==> src/rtl/sync_ram_dp_if.sv <==
// sync_ram_dp_if: bus bundle for the sync_ram_dp buffer.
//   clr_req / clr_busy / clr_done : clear engine request and status
//   wr_en / wr_addr / wr_be / wr_data : write port with per-byte enables
//   rd_en / rd_addr / rd_data / rd_valid : read port with a valid strobe
//   rd_perr : per-byte parity error, present only with SYNC_RAM_PARITY_EN
// master = requester side, slave = RAM side.
interface sync_ram_dp_if #(
  parameter int unsigned DATA_W = 8,
  parameter int unsigned ADDR_W = 4
);
  localparam int unsigned NBYTE = DATA_W / 8;

  logic              clr_req;
  logic              clr_busy;
  logic              clr_done;
  logic              wr_en;
  logic [ADDR_W-1:0] wr_addr;
  logic [NBYTE-1:0]  wr_be;
  logic [DATA_W-1:0] wr_data;
  logic              rd_en;
  logic [ADDR_W-1:0] rd_addr;
  logic [DATA_W-1:0] rd_data;
  logic              rd_valid;
`ifdef SYNC_RAM_PARITY_EN
  logic [NBYTE-1:0]  rd_perr;

  modport master (
    output clr_req, wr_en, wr_addr, wr_be, wr_data, rd_en, rd_addr,
    input  clr_busy, clr_done, rd_data, rd_valid, rd_perr
  );
  modport slave (
    input  clr_req, wr_en, wr_addr, wr_be, wr_data, rd_en, rd_addr,
    output clr_busy, clr_done, rd_data, rd_valid, rd_perr
  );
`else
  modport master (
    output clr_req, wr_en, wr_addr, wr_be, wr_data, rd_en, rd_addr,
    input  clr_busy, clr_done, rd_data, rd_valid
  );
  modport slave (
    input  clr_req, wr_en, wr_addr, wr_be, wr_data, rd_en, rd_addr,
    output clr_busy, clr_done, rd_data, rd_valid
  );
`endif
endinterface

==> src/rtl/sync_ram_dp.sv <==
// sync_ram_dp: parametrised simple-dual-port synchronous RAM with byte-enable
// writes, 1- or 2-cycle read latency with valid strobe, selectable
// read-during-write policy and a hardware clear engine.
// Ports: clk, rst_n (async active-low), bus (sync_ram_dp_if.slave).
// Optional macro SYNC_RAM_PARITY_EN adds per-byte even parity and rd_perr.
module sync_ram_dp #(
  parameter int unsigned DATA_W   = 8,
  parameter int unsigned ADDR_W   = 4,
  parameter int unsigned DEPTH    = 16,
  parameter int unsigned RD_LAT   = 1,
  parameter int unsigned RDW_MODE = 0
) (
  input logic          clk,
  input logic          rst_n,
  sync_ram_dp_if.slave bus
);
  localparam int unsigned NBYTE = DATA_W / 8;

  typedef enum logic [0:0] {ST_IDLE = 1'b0, ST_CLEAR = 1'b1} state_t;

  // Storage array; deliberately not reset.
  logic [DATA_W-1:0] mem [DEPTH];
`ifdef SYNC_RAM_PARITY_EN
  logic [NBYTE-1:0]  par_mem [DEPTH];
`endif

  state_t            state_q, state_d;
  logic [ADDR_W-1:0] cnt_q, cnt_d;
  logic              clr_busy_q, clr_busy_d;
  logic              clr_done_q, clr_done_d;
  logic              s1_valid_q, s1_valid_d;
  logic              s2_valid_q, s2_valid_d;
  logic [DATA_W-1:0] s1_data_q, s1_data_d;
  logic [DATA_W-1:0] s2_data_q, s2_data_d;
`ifdef SYNC_RAM_PARITY_EN
  logic [NBYTE-1:0]  s1_perr_q, s1_perr_d;
  logic [NBYTE-1:0]  s2_perr_q, s2_perr_d;
  logic [NBYTE-1:0]  old_par;
  logic [NBYTE-1:0]  rd_perr_c;
`endif

  logic              wr_fire;
  logic              rd_fire;
  logic              rd_in_range;
  logic              collide;
  logic [DATA_W-1:0] old_word;
  logic [DATA_W-1:0] rd_word;
  logic              mem_we;
  logic [ADDR_W-1:0] mem_waddr;
  logic [DATA_W-1:0] mem_wdata;
  logic [NBYTE-1:0]  mem_wbe;

  // Port acceptance: requests only honoured in IDLE and within DEPTH.
  always_comb begin
    wr_fire     = (state_q == ST_IDLE) && bus.wr_en && (32'(bus.wr_addr) < DEPTH);
    rd_fire     = (state_q == ST_IDLE) && bus.rd_en;
    rd_in_range = 32'(bus.rd_addr) < DEPTH;
    collide     = wr_fire && (bus.wr_addr == bus.rd_addr);
  end

  // Read word at issue; write-first merges enabled bytes of a colliding write.
  always_comb begin
    old_word = rd_in_range ? mem[bus.rd_addr] : '0;
    rd_word  = old_word;
    for (int unsigned i = 0; i < NBYTE; i++) begin
      if ((RDW_MODE == 1) && collide && bus.wr_be[i]) begin
        rd_word[8*i +: 8] = bus.wr_data[8*i +: 8];
      end
    end
  end

`ifdef SYNC_RAM_PARITY_EN
  // Per-byte parity check of the word returned at issue.
  always_comb begin
    old_par   = rd_in_range ? par_mem[bus.rd_addr] : '0;
    rd_perr_c = '0;
    for (int unsigned i = 0; i < NBYTE; i++) begin
      if ((RDW_MODE == 1) && collide && bus.wr_be[i]) begin
        rd_perr_c[i] = (^rd_word[8*i +: 8]) ^ (^bus.wr_data[8*i +: 8]);
      end else begin
        rd_perr_c[i] = (^rd_word[8*i +: 8]) ^ old_par[i];
      end
    end
  end
`endif

  // Clear FSM, memory write port mux and read pipeline next-state.
  always_comb begin
    state_d    = state_q;
    cnt_d      = cnt_q;
    clr_busy_d = clr_busy_q;
    clr_done_d = 1'b0;
    mem_we     = 1'b0;
    mem_waddr  = bus.wr_addr;
    mem_wdata  = bus.wr_data;
    mem_wbe    = bus.wr_be;

    case (state_q)
      ST_IDLE: begin
        mem_we = wr_fire;
        if (bus.clr_req) begin
          state_d    = ST_CLEAR;
          cnt_d      = '0;
          clr_busy_d = 1'b1;
        end
      end
      ST_CLEAR: begin
        mem_we    = 1'b1;
        mem_waddr = cnt_q;
        mem_wdata = '0;
        mem_wbe   = '1;
        cnt_d     = cnt_q + ADDR_W'(1);
        if (cnt_q == ADDR_W'(DEPTH - 1)) begin
          state_d    = ST_IDLE;
          cnt_d      = '0;
          clr_busy_d = 1'b0;
          clr_done_d = 1'b1;
        end
      end
      default: state_d = ST_IDLE;
    endcase

    // Data registers hold their last value when no read completes.
    s1_valid_d = rd_fire;
    s1_data_d  = rd_fire ? rd_word : s1_data_q;
    s2_valid_d = s1_valid_q;
    s2_data_d  = s1_valid_q ? s1_data_q : s2_data_q;
`ifdef SYNC_RAM_PARITY_EN
    s1_perr_d  = rd_fire ? rd_perr_c : '0;
    s2_perr_d  = s1_valid_q ? s1_perr_q : '0;
`endif
  end

  // Control and read-pipeline registers.
  always_ff @(posedge clk or negedge rst_n) begin
    if (!rst_n) begin
      state_q    <= ST_IDLE;
      cnt_q      <= '0;
      clr_busy_q <= 1'b0;
      clr_done_q <= 1'b0;
      s1_valid_q <= 1'b0;
      s2_valid_q <= 1'b0;
      s1_data_q  <= '0;
      s2_data_q  <= '0;
`ifdef SYNC_RAM_PARITY_EN
      s1_perr_q  <= '0;
      s2_perr_q  <= '0;
`endif
    end else begin
      state_q    <= state_d;
      cnt_q      <= cnt_d;
      clr_busy_q <= clr_busy_d;
      clr_done_q <= clr_done_d;
      s1_valid_q <= s1_valid_d;
      s2_valid_q <= s2_valid_d;
      s1_data_q  <= s1_data_d;
      s2_data_q  <= s2_data_d;
`ifdef SYNC_RAM_PARITY_EN
      s1_perr_q  <= s1_perr_d;
      s2_perr_q  <= s2_perr_d;
`endif
    end
  end

  // Array write with byte enables.
  always_ff @(posedge clk) begin
    if (mem_we) begin
      for (int unsigned i = 0; i < NBYTE; i++) begin
        if (mem_wbe[i]) begin
          mem[mem_waddr][8*i +: 8] <= mem_wdata[8*i +: 8];
`ifdef SYNC_RAM_PARITY_EN
          par_mem[mem_waddr][i]    <= ^mem_wdata[8*i +: 8];
`endif
        end
      end
    end
  end

  assign bus.clr_busy = clr_busy_q;
  assign bus.clr_done = clr_done_q;
  assign bus.rd_valid = (RD_LAT == 2) ? s2_valid_q : s1_valid_q;
  assign bus.rd_data  = (RD_LAT == 2) ? s2_data_q  : s1_data_q;
`ifdef SYNC_RAM_PARITY_EN
  assign bus.rd_perr  = (RD_LAT == 2) ? s2_perr_q  : s1_perr_q;
`endif
endmodule
==> src/flat_wrapper.sv <==
// flat-port wrapper written by rule: the top's interface ports become plain ports
module sync_ram_dp_flat 
#(
  parameter int unsigned DATA_W   = 8,
  parameter int unsigned ADDR_W   = 4,
  parameter int unsigned DEPTH    = 16,
  parameter int unsigned RD_LAT   = 1,
  parameter int unsigned RDW_MODE = 0
)
  (clk, rst_n, bus_clr_req, bus_wr_en, bus_wr_addr, bus_wr_be, bus_wr_data, bus_rd_en, bus_rd_addr, bus_clr_busy, bus_clr_done, bus_rd_data, bus_rd_valid);
  sync_ram_dp_if #(.DATA_W(DATA_W), .ADDR_W(ADDR_W)) bus_i ();
  input logic clk;
  input logic rst_n;
  input wire logic [$bits(bus_i.clr_req)-1:0] bus_clr_req;
  input wire logic [$bits(bus_i.wr_en)-1:0] bus_wr_en;
  input wire logic [$bits(bus_i.wr_addr)-1:0] bus_wr_addr;
  input wire logic [$bits(bus_i.wr_be)-1:0] bus_wr_be;
  input wire logic [$bits(bus_i.wr_data)-1:0] bus_wr_data;
  input wire logic [$bits(bus_i.rd_en)-1:0] bus_rd_en;
  input wire logic [$bits(bus_i.rd_addr)-1:0] bus_rd_addr;
  output wire logic [$bits(bus_i.clr_busy)-1:0] bus_clr_busy;
  output wire logic [$bits(bus_i.clr_done)-1:0] bus_clr_done;
  output wire logic [$bits(bus_i.rd_data)-1:0] bus_rd_data;
  output wire logic [$bits(bus_i.rd_valid)-1:0] bus_rd_valid;
  assign bus_i.clr_req = bus_clr_req;
  assign bus_i.wr_en = bus_wr_en;
  assign bus_i.wr_addr = bus_wr_addr;
  assign bus_i.wr_be = bus_wr_be;
  assign bus_i.wr_data = bus_wr_data;
  assign bus_i.rd_en = bus_rd_en;
  assign bus_i.rd_addr = bus_rd_addr;
  assign bus_clr_busy = bus_i.clr_busy;
  assign bus_clr_done = bus_i.clr_done;
  assign bus_rd_data = bus_i.rd_data;
  assign bus_rd_valid = bus_i.rd_valid;
  sync_ram_dp #(.DATA_W(DATA_W), .ADDR_W(ADDR_W), .DEPTH(DEPTH), .RD_LAT(RD_LAT), .RDW_MODE(RDW_MODE)) u_core (.clk(clk), .rst_n(rst_n), .bus(bus_i));
endmodule
==> config.mk <==
export PLATFORM = sky130hd
export DESIGN_NAME = sync_ram_dp_flat
export DESIGN_NICKNAME = d
export VERILOG_FILES = /design/src/rtl/sync_ram_dp_if.sv /design/src/rtl/sync_ram_dp.sv /design/src/flat_wrapper.sv
export SDC_FILE = /design/constraint.sdc
export NUM_CORES = 1
export LEC_CHECK = 0
export CORE_MARGIN = 4
export CORE_UTILIZATION = 51
export CTS_BUF_LIST = sky130_fd_sc_hd__clkbuf_16
export DETAILED_ROUTE_END_ITERATION = 10
export GPL_TIMING_DRIVEN = 0
export PLACE_DENSITY = 0.74
export SLEW_MARGIN = 0
export SYNTH_ARGS = -nofsm -noshare
export SYNTH_HDL_FRONTEND = slang
export SYNTH_SLANG_ARGS = --single-unit
==> constraint.sdc <==
create_clock -name clk -period 3.64 [get_ports clk]
set_input_delay 0.364 -clock clk [delete_from_list [all_inputs] [get_ports clk]]
set_output_delay 0.364 -clock clk [all_outputs]
set_load 0.02 [all_outputs]
==> results of run 1 <==
-- worst reg2reg max path, delay by kind of cell, from the launching register on --
| kind | cells | cell delay, ns |
|---|---|---|
| AO/OA/AOI/OAI | 1 | 0.18 |
| flip-flops | 1 | 0.35 |
| buffers and inverters | 1 | 0.17 |
| AND/OR/NAND/NOR | 3 | 1.11 |
-- per-stage QoR --
stage          util (%)  hold slack (ns)
6_report           62.8            0.450
4_1_cts            62.8            0.451
2_1_floorplan         -           0.0684
5_1_grt            62.8            0.496
3_5_place_dp       57.4            0.465
3_3_place_gp       57.4            0.473
-- cell type report --
type	count	area, um^2
well taps	140	175
multi-input cells	213	1450
repair buffers	31	310
fillers	813	4100
flip-flops and latches	144	4240
clock buffers	17	425
plain buffers	18	138
clock inverters	15	171
inverters	4	15.0
-- flip-flops by register name, summed over array words and instances (netlist names) --
signal               flops
u_core.bus.clr_busy      1
u_core.bus.clr_done      1
u_core.bus.rd_data       8
u_core.bus.rd_valid      1
u_core.cnt_q             4
u_core.mem             128
u_core.state_q           1
-- metal layers --
metal	up-vias	wire length (um)
li1	1541	-
met1	1699	5120
met5	-	0
met4	0	342
met3	25	795
met2	140	6160
-- power breakdown --
group / switching (W) / internal, W / leakage [nW]
Clock: 0.000639 / 0.00107 / 0.281
Sequential: 0.000121 / 0.00224 / 1.39
Combinational: 0.000628 / 0.000319 / 0.900
Total: 0.00139 / 0.00363 / 2.57
-- cell families after synthesis --
logic type	after synthesis	synth area share, %
AOI/OAI and AO/OA	40	4.61
xor gates and xnor gates	1	0.150
adders and majority gates	1	0.214
buffers and inverters	22	2.61
DFF	144	72.6
muxes	66	11.3
and+or+nand+nor	105	8.44
-- placed cells by master, fill, tap and decap left out, types with 3 or more instances in the layout --
| cell type | n |
|---|---|
| sky130_fd_sc_hd__clkbuf_16 | 17 |
| sky130_fd_sc_hd__bufinv_16 | 3 |
| sky130_fd_sc_hd__nand2b_1 | 3 |
| sky130_fd_sc_hd__nand3_1 | 19 |
| sky130_fd_sc_hd__nand4_1 | 6 |
| sky130_fd_sc_hd__dfrtp_1 | 16 |
| sky130_fd_sc_hd__edfxtp_1 | 128 |
| sky130_fd_sc_hd__a22oi_1 | 18 |
| sky130_fd_sc_hd__o22ai_1 | 3 |
| sky130_fd_sc_hd__o21ai_0 | 3 |
| sky130_fd_sc_hd__inv_1 | 4 |
| sky130_fd_sc_hd__nor2b_1 | 9 |
| sky130_fd_sc_hd__clkinvlp_4 | 4 |
| sky130_fd_sc_hd__nor2_1 | 21 |
| sky130_fd_sc_hd__mux2i_1 | 65 |
| sky130_fd_sc_hd__clkdlybuf4s50_1 | 31 |
| sky130_fd_sc_hd__buf_2 | 9 |
| sky130_fd_sc_hd__a21oi_1 | 10 |
| sky130_fd_sc_hd__clkinv_4 | 4 |
| sky130_fd_sc_hd__buf_6 | 3 |
| sky130_fd_sc_hd__nand2_1 | 38 |
-- path summary, 6_finish.rpt --
check	from	to	slack [ns]	cells past startpoint
setup / recovery	u_core.state_q	u_core.mem[10][6]	1.45	5
hold / removal	rst_n	u_core.bus.clr_done	0.45	1
setup reg to reg	u_core.state_q	u_core.mem[10][6]	1.45	5
hold reg to reg	u_core.bus.rd_data[0]	u_core.bus.rd_data[0]	0.47	2
max in group asynchronous	rst_n	u_core.bus.rd_data[0]	2.65	1
min in group clk	u_core.bus.rd_data[0]	u_core.bus.rd_data[0]	0.47	2
==> flow_results.org, run 1 <==
** Place
- At the placement stage, the worst setup path has a slack of between 1 and 1.5 ns.
- After detailed placement, the total cell area comes to 6330 um^2.
- Placed wire-length estimate :: roughly 8100 um
- Gpl congestion :: around 0.88
- Counting tap cells, the placed design contains a total of 550 instances.
- Port Buffer Count :: 31

** Synth
- Ranking of synthesized cells by instance count :: sky130_fd_sc_hd__edfxtp_1, sky130_fd_sc_hd__mux2i_1, sky130_fd_sc_hd__nand2_1
- Total number of yosys warnings :: 0
- Count of state elements after synthesis :: 144
- In this run, synthesis inferred ~130 flip-flops with an integrated enable.
- Avg Inst Size Synth :: about 15 um^2
- Unique masters post-synth :: 36
- Synthesis produced a netlist with a net count of between 400 and 500.
- Most used DFF post-synth :: sky130_fd_sc_hd__edfxtp_1
- The cell count after synthesis came out at approximately 380.
- In the post-synthesis netlist, the cell with the most instances is sky130_fd_sc_hd__edfxtp_1.
- Sequential share of the synthesized area :: roughly 73%
- Largest area contributor in the netlist :: sky130_fd_sc_hd__edfxtp_1
- In this run the cell area of the synthesized design comes to ~6000 um^2.
- Area contributors post-synth :: sky130_fd_sc_hd__edfxtp_1, sky130_fd_sc_hd__mux2i_1, sky130_fd_sc_hd__dfrtp_1, sky130_fd_sc_hd__nand2_1, sky130_fd_sc_hd__a22oi_1
- Asr flop ratio synth :: about 11%
- Share of Yosys cell area claimed by the top area cell type :: 65.8%

** Finish
- Antenna diode count :: 0
- After routing the design area is 6930 um^2.
- Number of standard cells in the final layout excluding fillers :: 582
- Of the cells placed in the final design, the portion with a size suffix greater than 1 is 11.3%.
- The area growth from synthesis to layout is 18.6%.
- Number of nets in the final layout :: 452

** Setup path
- Together, buffers and inverters on the worst path number 1.
- Largest driver fanout on the critical path :: 10
- Cells along the critical path :: buf_2 -> or2_0 -> o22ai_1 -> nand2_1 -> nor2_1
- The worst setup path is of the reg2reg kind.
- Delay of the slowest critical-path stage :: 0.68 ns
- CP required :: 3.68 ns
- Among cell families on the critical path, the largest total delay comes from simple AND/OR/NAND/NOR gates.
- Launching element type of the critical path :: register
- Cell with the largest stage delay on the worst path :: sky130_fd_sc_hd__nor2_1
- STA puts the critical path data arrival time at 2.23 ns.
- STA classifies the critical path endpoint as a register.

** Global routing
- For this run the aggregate overflow at the end of global routing stands at 0.
- The first global-routing pass estimated about 19000 um of wire.
- GR Util All Layers :: between 20% and 30%
- Entering global routing, the biggest net connects 17 pins.
- The number of antenna violations at the first check in global routing was 0.
- GR met1 Demand/Resource :: 25.9%
- Global-route met2 utilization :: around 33%
- Global routing's busiest layer :: met2
- Number of global-route vias before repair :: 3511
- Met3 track utilization from global routing :: under 10%

** Clock network
- Number of sinks handled by clock tree synthesis :: 144
- Post-cts sizing count :: 0
- Number of hold-repair buffers added at the cts stage :: 0
- Clock tree synthesis selected as its root buffer the cell sky130_fd_sc_hd__clkbuf_16.
- TritonCTS built the clock tree.
- Skew-Pair Late Insertion Delay :: just over 0.4 ns
- The clock passes through at most 2 buffers.
- Level count of the clock H-tree :: 4
- Buffers added to address setup during post-CTS repair amount to 0.
- Clock tree synthesis inserted a total of 17 buffers.
- Clock-pin slew was measured on the worst setup and hold paths at ~0.060 ns.

** STA
- At the pin with the least slew margin, the transition time is 1.37 ns.
- Max-slew violation total from the final report :: 0
- Across the routed clock network, the largest skew measured is 0.00615 ns.
- FMAX :: 457 MHz
- The worst pin sits at a relative slew slack of 8.72%.
- Fin. Hold Viols :: 0
- Final total negative setup slack :: 0 ns
- Minimum period implied by the final worst setup slack :: 2.19 ns
- Number of setup violations in the final report :: 0
- Setup repair after global routing left no endpoint under its margin.
- Across all setup checks in the final design, the least slack found is between 1 and 1.5 ns.
- The worst path uses 60.2% of the clock period.

** Detailed routing
- Post-detailed-route wirelength per cell :: 21.3 um
- Overall via count from detail_route :: 3405
- DRC violation count after routing :: 0
- DRT antenna net count :: 0
- In the routed layout, each cell is associated on average with a via count of 5.85.
- In this run, the number of DRC markers left after iteration 0 of detailed routing was between 200 and 250.
- 1st-pass router iterations :: 4
- The routed design has 12400 um of wire.

** Floorplan
- In this run the vertical extent of the chip is 115 um.
- Core area :: 11000 um^2
- For this design the top-level I/O count stands at 33.
- For this configuration, the core starts out at a cell density of 53.0%.
- Die span in x :: 115 um
- After floorplanning, the core was divided into 38 placement rows.
- The die covers 13200 um^2.

** Hold path
- Kind of path behind the tightest hold check :: in2async

** Power
- PD cells :: a little over 700 nW/um^2
- The analysis attributes to cell leakage a power of 2.57 nW.
- Worst IR drop on VDD :: approximately 0.38 mV
- Total power for the finished layout comes to 0.00502 W.

** Flow run
- Max-cap violations in this run came to 0.

** Run status
- The flow ran to the end, and the final reports show no timing, DRC or antenna violations.
Note: power is estimated with default switching activity, not from simulation.
==> inputs of run 2 (changes only) <==
==> constraint.sdc (replaced) <==
create_clock -name clk -period 2.3 [get_ports clk]
set_input_delay 0.23 -clock clk [delete_from_list [all_inputs] [get_ports clk]]
set_output_delay 0.23 -clock clk [all_outputs]
set_load 0.02 [all_outputs]
==> flow_results.org, run 2 (synthesized netlist as in run 1, its figures left out) <==
** Run status
- The run finished with clean final reports.

** Floorplan
- The number of ports placed on the die boundary was 33 (unchanged).
- The die outline width came to 115 um (unchanged).
- Die H :: 115 um (unchanged)
- The area of the core region is 11000 um^2 (unchanged).
- The number of rows in the core area came to 38 (unchanged).
- The floorplan die area was 13200 um^2 (unchanged).
- The starting density of the core is 53.0% (unchanged).

** STA
- The maximum operating frequency is 455 MHz (-0.39%).
- The time the final worst path needs with I/O delays and setup came to 2.20 ns (+0.00867 ns).
- The setup-violating endpoint count in the final report came to 0 (unchanged).
- Fin worst setup slack :: 0.101 ns (-1.35 ns)
- The total count of hold-check failures in the final report was 0 (unchanged).
- Min Hold Slack :: 0.309 ns (-0.142 ns)
- Relative max-transition margin :: 7.30% (-1.4 points)
- The total count of max-transition violations in the final report is 0 (unchanged).
- The ratio of final minimum period to clock period is 95.6% (+35 points).
- Unrepaired setup endpoints after global routing :: yes
- The worst clock skew came to 0.00734 ns (+0.00118 ns).
- Worst slew pin tran :: 1.39 ns (+0.0213 ns)
- Final total negative setup slack :: 0 ns (unchanged)

** Setup path
- Reg2reg start :: u_core.state_q
- R2r worst-path depth :: 3 (-2)
- Counting stages on the worst path, the most repeated cell is sky130_fd_sc_hd__buf_2.
- STA classifies the critical path startpoint as a register.
- End point of the critical path :: u_core.mem[12][1]
- The critical-path maximum fanout was 16 (+6).
- The data arrival time of the critical path is 2.21 ns (-0.02 ns).
- Worst setup path class :: reg2reg
- Cell with the largest stage delay on the worst path :: sky130_fd_sc_hd__nor2b_1
- Endpoint of the lowest-slack register-to-register path :: u_core.mem[12][1]
- Cells along the critical path :: buf_2 -> buf_2 -> nor2b_1
- The worst-case register-to-register setup slack is 0.10 ns (-1.35 ns).
- The worst setup path is captured at a register.
- The critical path starts at u_core.state_q.
- Delay of the slowest critical-path stage :: 1.06 ns (+0.38 ns)
- CP required :: 2.31 ns (-1.37 ns)

** Finish
- Counting flops per register, the top entry is u_core.mem.
- Relative area change from synthesis to final layout :: 18.6% (about the same)
- Util after Layout :: 62.8% (about the same)
- Layout cell share with drive strength beyond 1 :: 11.5% (+0.23 points)
- Antenna diode count :: 0 (unchanged)
- Fill cell total of the finished layout :: 816 (+0.37%)
- Storage cell area :: 4240 um^2 (unchanged)
- Total area of multi-input combinational cells :: 1450 um^2 (+0.17%)
- Commonest cells after routing, fill and taps aside :: sky130_fd_sc_hd__edfxtp_1, sky130_fd_sc_hd__mux2i_1, sky130_fd_sc_hd__nand2_1
- Number of nets in the final layout :: 452 (unchanged)
- The number of flip-flops under the largest register name is 128 (unchanged).
- Leaving out fill and tap cells, the most frequent cell in the layout is sky130_fd_sc_hd__edfxtp_1.

** Global routing
- The via count of the first global-routing pass is 3511 (unchanged).
- The total congestion overflow after global routing was 0 (unchanged).
- The first-pass GRT wire length was 19400 um (unchanged).
- The number of antenna violations at the first check in global routing came to 0 (unchanged).
- Largest net degree at the start of global routing :: 17 (unchanged)
- GR Util All Layers :: 20.3% (unchanged)

** Clock network
- Clock edge transition at the registers on the reported setup and hold paths :: 0.06 ns (about the same)
- The H-tree level count came to 4 (unchanged).
- TritonCTS Buffers :: 17 (unchanged)
- Number of sinks handled by clock tree synthesis :: 144 (unchanged)
- The number of gates given a new drive strength after cts was 0 (unchanged).
- The clock latency of the later-clocked register in the worst-skew pair was 0.41 ns (about the same).
- The clock tree buffer depth was 2 (unchanged).
- Number of hold-repair buffers added at the cts stage :: 0 (unchanged)
- The tree is rooted in a sky130_fd_sc_hd__clkbuf_16.
- TritonCTS built the clock tree.
- The post-CTS setup buffer count was 0 (unchanged).

** Place
- Worst slack at placement :: 0.0209 ns (-1.21 ns)
- Placed wire-length estimate :: 8070 um (unchanged)
- The routability-driven placement congestion ratio is 0.884 (unchanged).
- The number of I/O port buffers came to 31 (unchanged).

** Power
- The worst voltage drop across the vdd grid was 0.604 mV (+58%).
- PD cells :: 1150 nW/um^2 (+58%)
- Leakage dissipation :: 2.57 nW (about the same)

** Detailed routing
- The via density per instance was 5.78 (-1.2%).
- The average wire length per cell after detail routing is 21.3 um (-0.14%).
- 1st-pass router iterations :: 4 (unchanged)
- DRC violation count after routing :: 0 (unchanged)
- The total wirelength of the detailed-routed design was 12400 um (-0.14%).
- Iteration-0 DRC Markers :: 210 (-0.47%)
- DRT antenna net count :: 0 (unchanged)
- Overall via count from detail_route :: 3365 (-1.2%)

** Hold path
- The min-delay analysis places its worst path in the category in2async.

** Flow run
- Max-capacitance violation count :: 0 (unchanged)
-- run 2: worst min-delay path by stage --
stage                                startpoint                     to  slack, ns  cells past startpoint
after global placement    u_core.bus.rd_data[6]  u_core.bus.rd_data[6]       0.47                      2
after detailed placement  u_core.bus.rd_data[0]  u_core.bus.rd_data[0]       0.47                      2
after CTS                                 rst_n    u_core.bus.clr_done       0.32                      1
final                                     rst_n    u_core.bus.clr_done       0.31                      1
after global routing                      rst_n    u_core.bus.clr_done       0.36                      1
after floorplan                           rst_n    u_core.bus.clr_busy      -0.07                      0
-- run 2: power breakdown --
part | leakage (nW) | internal (W) | switching (W) | total, W
Sequential | 1.39 | 0.00355 | 0.000191 | 0.00374
Combinational | 0.900 | 0.000506 | 0.000992 | 0.00150
Clock | 0.281 | 0.00169 | 0.00102 | 0.00271
-- run 2: worst max-delay path: cells and delay by family, from the launching register on --
kind / cells / cell delay, ns
buf+inv: 2 / 0.37
flops: 1 / 0.35
simple gates: 1 / 1.06
-- run 2: area by class of cell --
type                            count  share of cell area [%]
Tap cell                          140                    2.53
Buffer                             18                    1.99
Clock inverter                     15                    2.47
Timing Repair Buffer               31                    4.48
Multi-Input combinational cell    213                    20.9
Sequential cell                   144                    61.2
Inverter                            4                   0.217
Clock buffer                       17                    6.14
-- run 2: metal layers --
metal	wire length [um]	vias to the layer above	GRT usage [%]
li1	-	1536	-
met1	5120	1680	25.9
met2	6250	126	32.9
met3	716	23	4.42
met4	318	0	10.5
met5	0	-	0
-- run 2: through the flow --
| step | area, um^2 | instances | power [W] |
|---|---|---|---|
| 2_1_floorplan | 5840 | 379 | 0.00468 |
| 3_3_place_gp | 6330 | 550 | 0.00521 |
| 3_5_place_dp | 6330 | 550 | 0.00528 |
| 4_1_cts | 6920 | 582 | 0.00799 |
| 5_1_grt | 6930 | 582 | 0.00829 |
| 6_report | 6930 | 582 | 0.00795 |
==> inputs of run 3 (changes only) <==
--- a/config.mk
+++ b/config.mk
@@ -8,6 +8,7 @@
 export CORE_MARGIN = 4
 export CORE_UTILIZATION = 51
 export CTS_BUF_LIST = sky130_fd_sc_hd__clkbuf_16
+export CTS_CLUSTER_DIAMETER = 100
 export DETAILED_ROUTE_END_ITERATION = 10
 export GPL_TIMING_DRIVEN = 0
 export PLACE_DENSITY = 0.74
==> results of run 3 <==
Final layout, timing and power as in run 2 (identical DEF).
